===== config.mk =====
export PLATFORM = sky130hd
export DESIGN_NAME = serv_rf_ram_banked_flat
export DESIGN_NICKNAME = d
export VERILOG_FILES = /design/src/rtl/serv_rf_ram_banked_if.sv /design/src/rtl/serv_rf_ram_banked.sv /design/src/flat_wrapper.sv
export SDC_FILE = /design/constraint.sdc
export NUM_CORES = 2
export LEC_CHECK = 0
export CELL_PAD_IN_SITES_DETAIL_PLACEMENT = 1
export CELL_PAD_IN_SITES_GLOBAL_PLACEMENT = 1
export CORE_AREA = 2 2 684 414
export DETAILED_ROUTE_END_ITERATION = 8
export DIE_AREA = 0 0 686 416
export HOLD_SLACK_MARGIN = 0.1
export PLACE_DENSITY = 0.51
export SLEW_MARGIN = 20
export SYNTH_ARGS = -nofsm -noshare
export SYNTH_HDL_FRONTEND = slang
export SYNTH_SLANG_ARGS = --single-unit

===== constraint.sdc =====
create_clock -name i_clk -period 16.1 [get_ports i_clk]
set_input_delay 3.22 -clock i_clk [delete_from_list [all_inputs] [get_ports i_clk]]
set_output_delay 3.22 -clock i_clk [all_outputs]
set_load 0.05 [all_outputs]

===== src/rtl/serv_rf_ram_banked_if.sv =====
// Request/response bundle between serv_rf_ram_if and the banked register-file RAM.
// aw must equal $clog2(depth) of the attached RAM.
interface serv_rf_ram_banked_if #(
   parameter int width = 8,
   parameter int aw    = 8
);
   logic [aw-1:0]    i_waddr;
   logic [width-1:0] i_wdata;
   logic             i_wen;
   logic [aw-1:0]    i_raddr;
   logic             i_ren;
   logic [width-1:0] o_rdata;
   logic             o_ready;

   modport master (output i_waddr, i_wdata, i_wen, i_raddr, i_ren,
                   input  o_rdata, o_ready);
   modport slave  (input  i_waddr, i_wdata, i_wen, i_raddr, i_ren,
                   output o_rdata, o_ready);
endinterface


===== src/rtl/serv_rf_ram_banked.sv =====
// SERV register-file RAM spread across 256x8 SRAM macros with per-bank chip enables,
// read-data hold, x0/out-of-range gating and an optional post-reset zero sweep.

// Behavioural stand-in for the foundry macro: active-low enables, per-bit write mask.
module gf180mcu_fd_ip_sram__sram256x8m8wm1 (
   input  wire        CLK,
   input  wire        CEN,
   input  wire        GWEN,
   input  wire  [7:0] WEN,
   input  wire  [7:0] A,
   input  wire  [7:0] D,
   output logic [7:0] Q,
   input  wire        VDD,
   input  wire        VSS
);
   logic [7:0] mem [256];
   wire        powered = VDD & ~VSS;

   always_ff @(posedge CLK) begin
      if (!CEN && powered) begin
         if (!GWEN) begin
            for (int i = 0; i < 8; i++)
               if (!WEN[i]) mem[A][i] <= D[i];
         end else begin
            Q <= mem[A];
         end
      end
   end
endmodule

module serv_rf_ram_banked #(
   parameter int width          = 8,
   parameter int csr_regs       = 4,
   parameter int depth          = 32*(32+csr_regs)/width,
   parameter int macro_depth    = 256,
   parameter int banks          = (depth + macro_depth - 1) / macro_depth,
   parameter bit clear_on_reset = 1'b1
) (
   input logic                 i_clk,
   input logic                 i_rst,
   serv_rf_ram_banked_if.slave bus
);
   localparam int          AW        = $clog2(depth);
   localparam int          BW        = (banks > 1) ? $clog2(banks) : 1;
   localparam int          X0_LSB    = 5 - $clog2(width);
   localparam logic [AW:0] DEPTH_W   = (AW+1)'(depth);
   localparam logic [AW:0] LAST      = (AW+1)'(depth - 1);
   localparam logic [7:0]  LANE_MASK = 8'((1 << width) - 1);

   generate
      if (width != 2 && width != 4 && width != 8) begin : g_bad_width
         $error("serv_rf_ram_banked: width must be 2, 4 or 8");
      end
   endgenerate

   typedef enum logic {ST_CLEAR, ST_IDLE} state_t;

   state_t           state_reg, state_next;
   logic [AW:0]      cnt_reg, cnt_next;
   logic             rd_pending_reg;
   logic             rd_zero_reg;
   logic [BW-1:0]    rd_bank_reg;
   logic [width-1:0] hold_reg;

   logic             clearing, ready, wr_en, rd_req, rd_en, rd_zero, acc_wr;
   logic [AW-1:0]    acc_addr;
   logic [BW-1:0]    acc_bank;
   logic [7:0]       acc_a, d_word, wen_word;
   wire  [banks-1:0] cen_n;
   logic [7:0]       q_bank [banks];
   logic [7:0]       rd_q;
   logic [width-1:0] rd_gated;

   always_comb begin
      state_next = state_reg;
      cnt_next   = cnt_reg;
      case (state_reg)
         ST_CLEAR: begin
            cnt_next = cnt_reg + (AW+1)'(1);
            if (cnt_reg == LAST) state_next = ST_IDLE;
         end
         default: ;
      endcase
   end

   // Write beats read; out-of-range writes never reach a macro.
   always_comb begin
      clearing = !i_rst && (state_reg == ST_CLEAR);
      ready    = !i_rst && (state_reg == ST_IDLE);
      wr_en    = ready && bus.i_wen && ({1'b0, bus.i_waddr} < DEPTH_W);
      rd_req   = ready && !bus.i_wen && bus.i_ren;
      rd_en    = rd_req && ({1'b0, bus.i_raddr} < DEPTH_W);
      rd_zero  = (bus.i_raddr[AW-1:X0_LSB] == '0) || ({1'b0, bus.i_raddr} >= DEPTH_W);
      acc_wr   = clearing || wr_en;
      acc_addr = clearing ? cnt_reg[AW-1:0] : (bus.i_wen ? bus.i_waddr : bus.i_raddr);
      acc_bank = BW'(acc_addr / macro_depth);
      acc_a    = 8'(acc_addr % macro_depth);
      d_word   = clearing ? 8'h00 : 8'(bus.i_wdata);
      wen_word = acc_wr ? ~LANE_MASK : 8'hFF;
   end

   generate
      for (genvar gi = 0; gi < banks; gi++) begin : g_bank
         assign cen_n[gi] = !((acc_wr || rd_en) && (acc_bank == BW'(gi)));

         gf180mcu_fd_ip_sram__sram256x8m8wm1 u_sram (
            .CLK  (i_clk),
            .CEN  (cen_n[gi]),
            .GWEN (!acc_wr),
            .WEN  (wen_word),
            .A    (acc_a),
            .D    (d_word),
            .Q    (q_bank[gi]),
            .VDD  (1'b1),
            .VSS  (1'b0)
         );
      end
   endgenerate

   always_comb begin
      rd_q = 8'h00;
      for (int b = 0; b < banks; b++)
         if (rd_bank_reg == BW'(b)) rd_q = q_bank[b];
      rd_gated = rd_zero_reg ? '0 : rd_q[width-1:0];
   end

   // Upper macro lanes are never written, so their read bits carry no data.
   generate
      if (width < 8) begin : g_pad
         wire unused_q_hi = ^rd_q[7:width];
      end
   endgenerate

   always_ff @(posedge i_clk) begin
      if (i_rst) begin
         state_reg      <= clear_on_reset ? ST_CLEAR : ST_IDLE;
         cnt_reg        <= '0;
         hold_reg       <= '0;
         rd_pending_reg <= 1'b0;
      end else begin
         state_reg      <= state_next;
         cnt_reg        <= cnt_next;
         rd_pending_reg <= rd_req;
         if (rd_pending_reg) hold_reg <= rd_gated;
      end
      rd_zero_reg <= rd_zero;
      rd_bank_reg <= acc_bank;
   end

   assign bus.o_rdata = rd_pending_reg ? rd_gated : hold_reg;
   assign bus.o_ready = ready;
endmodule

===== src/flat_wrapper.sv =====
// flat-port wrapper written by rule: the top's interface ports become plain ports
module serv_rf_ram_banked_flat 
#(
   parameter int width          = 8,
   parameter int csr_regs       = 4,
   parameter int depth          = 32*(32+csr_regs)/width,
   parameter int macro_depth    = 256,
   parameter int banks          = (depth + macro_depth - 1) / macro_depth,
   parameter bit clear_on_reset = 1'b1
)
  (i_clk, i_rst, bus_i_waddr, bus_i_wdata, bus_i_wen, bus_i_raddr, bus_i_ren, bus_o_rdata, bus_o_ready);
  serv_rf_ram_banked_if #(.width(width)) bus_i ();
  input logic i_clk;
  input logic i_rst;
  input wire logic [$bits(bus_i.i_waddr)-1:0] bus_i_waddr;
  input wire logic [$bits(bus_i.i_wdata)-1:0] bus_i_wdata;
  input wire logic [$bits(bus_i.i_wen)-1:0] bus_i_wen;
  input wire logic [$bits(bus_i.i_raddr)-1:0] bus_i_raddr;
  input wire logic [$bits(bus_i.i_ren)-1:0] bus_i_ren;
  output wire logic [$bits(bus_i.o_rdata)-1:0] bus_o_rdata;
  output wire logic [$bits(bus_i.o_ready)-1:0] bus_o_ready;
  assign bus_i.i_waddr = bus_i_waddr;
  assign bus_i.i_wdata = bus_i_wdata;
  assign bus_i.i_wen = bus_i_wen;
  assign bus_i.i_raddr = bus_i_raddr;
  assign bus_i.i_ren = bus_i_ren;
  assign bus_o_rdata = bus_i.o_rdata;
  assign bus_o_ready = bus_i.o_ready;
  serv_rf_ram_banked #(.width(width), .csr_regs(csr_regs), .depth(depth), .macro_depth(macro_depth), .banks(banks), .clear_on_reset(clear_on_reset)) u_core (.i_clk(i_clk), .i_rst(i_rst), .bus(bus_i));
endmodule

==> flow_metrics.py <==
metrics = {
    "clock_network": {
        "cts-root-buf": "clkbuf_16",
        "cts_buffers": 201,
        "clock-sinks": 2076,
        "post_cts_buffers": 0,
        "cts_tree": "built",
        "clk_pin_slew_worst_paths_ps": 70,
        "cts_resized": 0,
        "cts_hold_buf": 0,
        "insertion_delay_ps": 880,
        "cts_max_path_buffers": 4,
        "htree_levels": 4,
    },
    "power_and_ir_drop": {
        "p_seq_share_pct": 51.1,
        "cellLeakagePower_nw": 30.9,
        "vdd_drop_max_uv": 82.4,
        "p_int_mw": 8.68,
        "clkPwrFrac_pct": 39.3,
        "p_per_area_nw_per_um2": 124,
        "p_sw_mw": 2.96,
        "swShare_pct": 25.4,
        "power_frac_comb_pct": 9.6,
    },
    "die": {
        "core_area_sq_um": 280000,
        "initial_core_util_pct": 29.8,
        "dieHeight_um": 416,
        "die_w_um": 686,
        "num_rows": 151,
        "dieArea_sq_um": 285000,
        "ioPinCount": 37,
    },
    "cells_and_area": {
        "multi_input_area_sq_um": 19400,
        "synthToLayoutAreaGrowth_pct": 12.7,
        "final_nets": 5718,
        "fillCellCount": 28900,
        "fin_util_pct": 33.6,
        "drive_above_1_share_pct": 7.56,
        "largest_reg_flops": 2048,
        "seqCellArea_sq_um": 62100,
    },
    "placement": {
        "port_buffers": 36,
        "gp_congestion": 0.821,
        "dp_hpwl_um": 171000,
    },
    "synth": {
        "synth.net_count": 5752,
        "yosysWarnings": 0,
        "synthTopCellsByArea": "edfxtp_1 (74%), mux2i_1 (6.4%), nand2_1 (4.2%)",
        "syn_area_sq_um": 83400,
        "async_flop_share_pct": 0,
        "ys_ff_latch": 2076,
        "ys_top_cells_by_count": "edfxtp_1 (2056), nand2_1 (933), mux2i_1 (536)",
        "synth_top_area_share_pct": 74.0,
        "synth-edff-count": 2056,
        "yosysSeqAreaShare_pct": 74.5,
        "synthMostInstantiatedCell": "edfxtp_1",
        "netlist_instances": 5723,
        "yosys.area.top_type": "edfxtp_1",
        "syn_avg_cell_area_sq_um": 14.6,
        "synthFlopType": "edfxtp_1",
        "synth_cell_types": 46,
    },
    "sta": {
        "fin_skew_ps": 42.4,
        "max_freq_ghz": 0.117,
        "finalHoldViolCount": 0,
        "worst_pin_slew_ps": 1190,
        "slew_headroom_pct": 20.9,
        "setup_viol": 0,
        "fin_crit_ps": 8540,
        "rsz0062_at_grt": "false",
        "setup_tns_ps": 0,
        "period_share_pct": 53.0,
        "slew_violations": 0,
    },
    "route": {
        "dr.first_iter.drc_count": 5311,
        "vias": 50300,
        "drt-pass1-iter-count": 6,
        "ant_nets": 0,
        "wl_per_cell_um": 29.2,
        "drcViolationCount": 0,
        "via_per_inst": 5.25,
        "route.final.wire_length_um": 280000,
    },
    "worst_hold_path": {
        "hp-class": "reg2reg",
    },
    "worst_setup_path": {
        "critical_path.cell_chain": "clkdlybuf4s50_1 > buf_4 > or2_4 > a21o_4 > buf_12 > buf_4 > mux2i_1 > o2111ai_1 > nand4_1 > a22oi_1 > nand4_1",
        "crit_fanout": 93,
        "cp_top_family": "buffers and inverters",
        "path_class": "in2reg",
        "critical-path-max-stage-delay_ps": 830,
        "cp-end-kind": "flip-flop",
        "critPathSlowestCell": "buf_4",
        "required_ps": 16710,
        "crit_buf_inv": 4,
        "start_kind": "input pin",
        "critical_path_arrival_ps": 9150,
    },
    "global_route": {
        "overflow": 0,
        "grt.total_usage_pct": 19.1,
        "grt_pass1_vias": 49700,
        "antenna_found_initial": 12,
        "grt_pass1_wl_um": 395000,
        "grt_max_degree": 180,
    },
    "outcome": {
        "status": "finished clean",
    },
    "flow_run": {
        "cap_violations": 0,
    },
}
-- metrics by stage --
stage | hold WS [ps] | total power [mW] | area, sq um | worst slack, ps | instances
after floorplan | 471 | 6.71 | 83400 | 7800 | 5723
after global placement | 503 | 7.18 | 87900 | 6490 | 9231
after detailed placement | 514 | 7.19 | 88000 | 6660 | 9233
after CTS | 535 | 11.7 | 94000 | 7580 | 9583
after global routing | 561 | 12.0 | 94000 | 7370 | 9584
final | 535 | 11.6 | 94000 | 7560 | 9588
-- cell usage in the layout, fill, tap and decap left out, types with 4 or more instances in the layout --
cell	synthesis	final
nand4_1	46	46
nor2b_1	11	11
edfxtp_1	2056	2056
nand2_1	933	931
buf_12	0	10
nor2_1	291	273
bufinv_16	0	10
clkinv_1	0	55
a32oi_1	48	48
a21oi_1	218	214
nand3_2	0	10
o31ai_1	10	10
nor3_1	8	7
inv_1	121	121
nor2_2	6	18
nor4_1	17	17
o21ai_0	15	15
nor3_2	7	7
clkinv_2	0	30
clkdlybuf4s50_1	0	36
a31oi_1	40	39
a311oi_1	48	48
a211oi_1	264	264
xor2_1	4	4
o211ai_1	16	16
clkbuf_16	0	203
a2111oi_2	8	8
clkbuf_1	175	45
and2_4	0	8
buf_4	9	105
a221oi_1	8	8
a22oi_1	200	200
dfxtp_1	20	20
nand3_1	303	291
o2111ai_1	64	64
mux2i_1	536	535
nor2_4	0	6
a21o_1	7	4
diode_2	0	4
-- cells by family (layout without fill, tap and decap cells) --
logic type	Yosys count	after routing	share of synthesized area (%)
flip-flops	2076	2076	74.5
adder cells (fa/ha/maj)	1	1	0.0150
buffers and inverters	510	623	2.63
AO/OA/AOI/OAI	951	951	8.13
other	0	4	0
AND/OR/NAND/NOR	1641	1641	8.21
multiplexers	538	538	6.46
XOR/XNOR	6	6	0.0630
-- worst register-to-register path, cell delays in order (launching register included) --
cell	delay [ps]
dfxtp_1	730
or2_4	770
a21o_4	660
buf_12	400
buf_4	1260
mux2i_1	370
o2111ai_1	520
nand4_1	630
a22oi_1	490
nand4_1	130
-- path summary, 6_finish.rpt --
check	cells past startpoint	slack, ps	endpoint	from
worst min register to register	2	530	u_core.cnt_reg[8]$_SDFFE_PP0N_	u_core.cnt_reg[8]$_SDFFE_PP0N_
worst max-delay path	11	7560	u_core.g_bank[0].u_sram.Q[6]$_DFFE_PP_	i_rst
worst min-delay path	2	530	u_core.cnt_reg[8]$_SDFFE_PP0N_	u_core.cnt_reg[8]$_SDFFE_PP0N_
worst max register to register	9	9910	u_core.g_bank[0].u_sram.Q[6]$_DFFE_PP_	u_core.state_reg$_SDFF_PP0_
-- routing by layer --
layer  share of wire (%)  vias to the layer above  global-route usage, %  routed length (um)
met5              0.0043                        -                      0                  12
met4                 1.7                        2                   3.30                4630
met3                 7.4                      302                   4.09               20600
met2                  40                     1488                   26.1              112000
met1                  51                    26700                   30.9              142000
li1                    -                    21800                      -                   -
-- power by group through the flow --
stage | registers (mW) | logic (mW) | clock network [mW]
3_3_place_gp | 6.07 | 1.11 | 0
3_5_place_dp | 6.07 | 1.12 | 0
6_report | 5.95 | 1.12 | 4.57
2_1_floorplan | 6.09 | 0.623 | 0
4_1_cts | 5.95 | 1.12 | 4.66
5_1_grt | 5.95 | 1.19 | 4.85
-- area by class of cell --
type,instances,share of cell area (%)
antenna,4,0.0106
sequential,2076,66.1
timing repair buffer,152,1.44
clock buffer,248,5.58
tap,3748,4.99
multi-input combinational,3137,20.6
inverter,121,0.483
clock inverter,102,0.785
(Power assumes the default switching activity.)
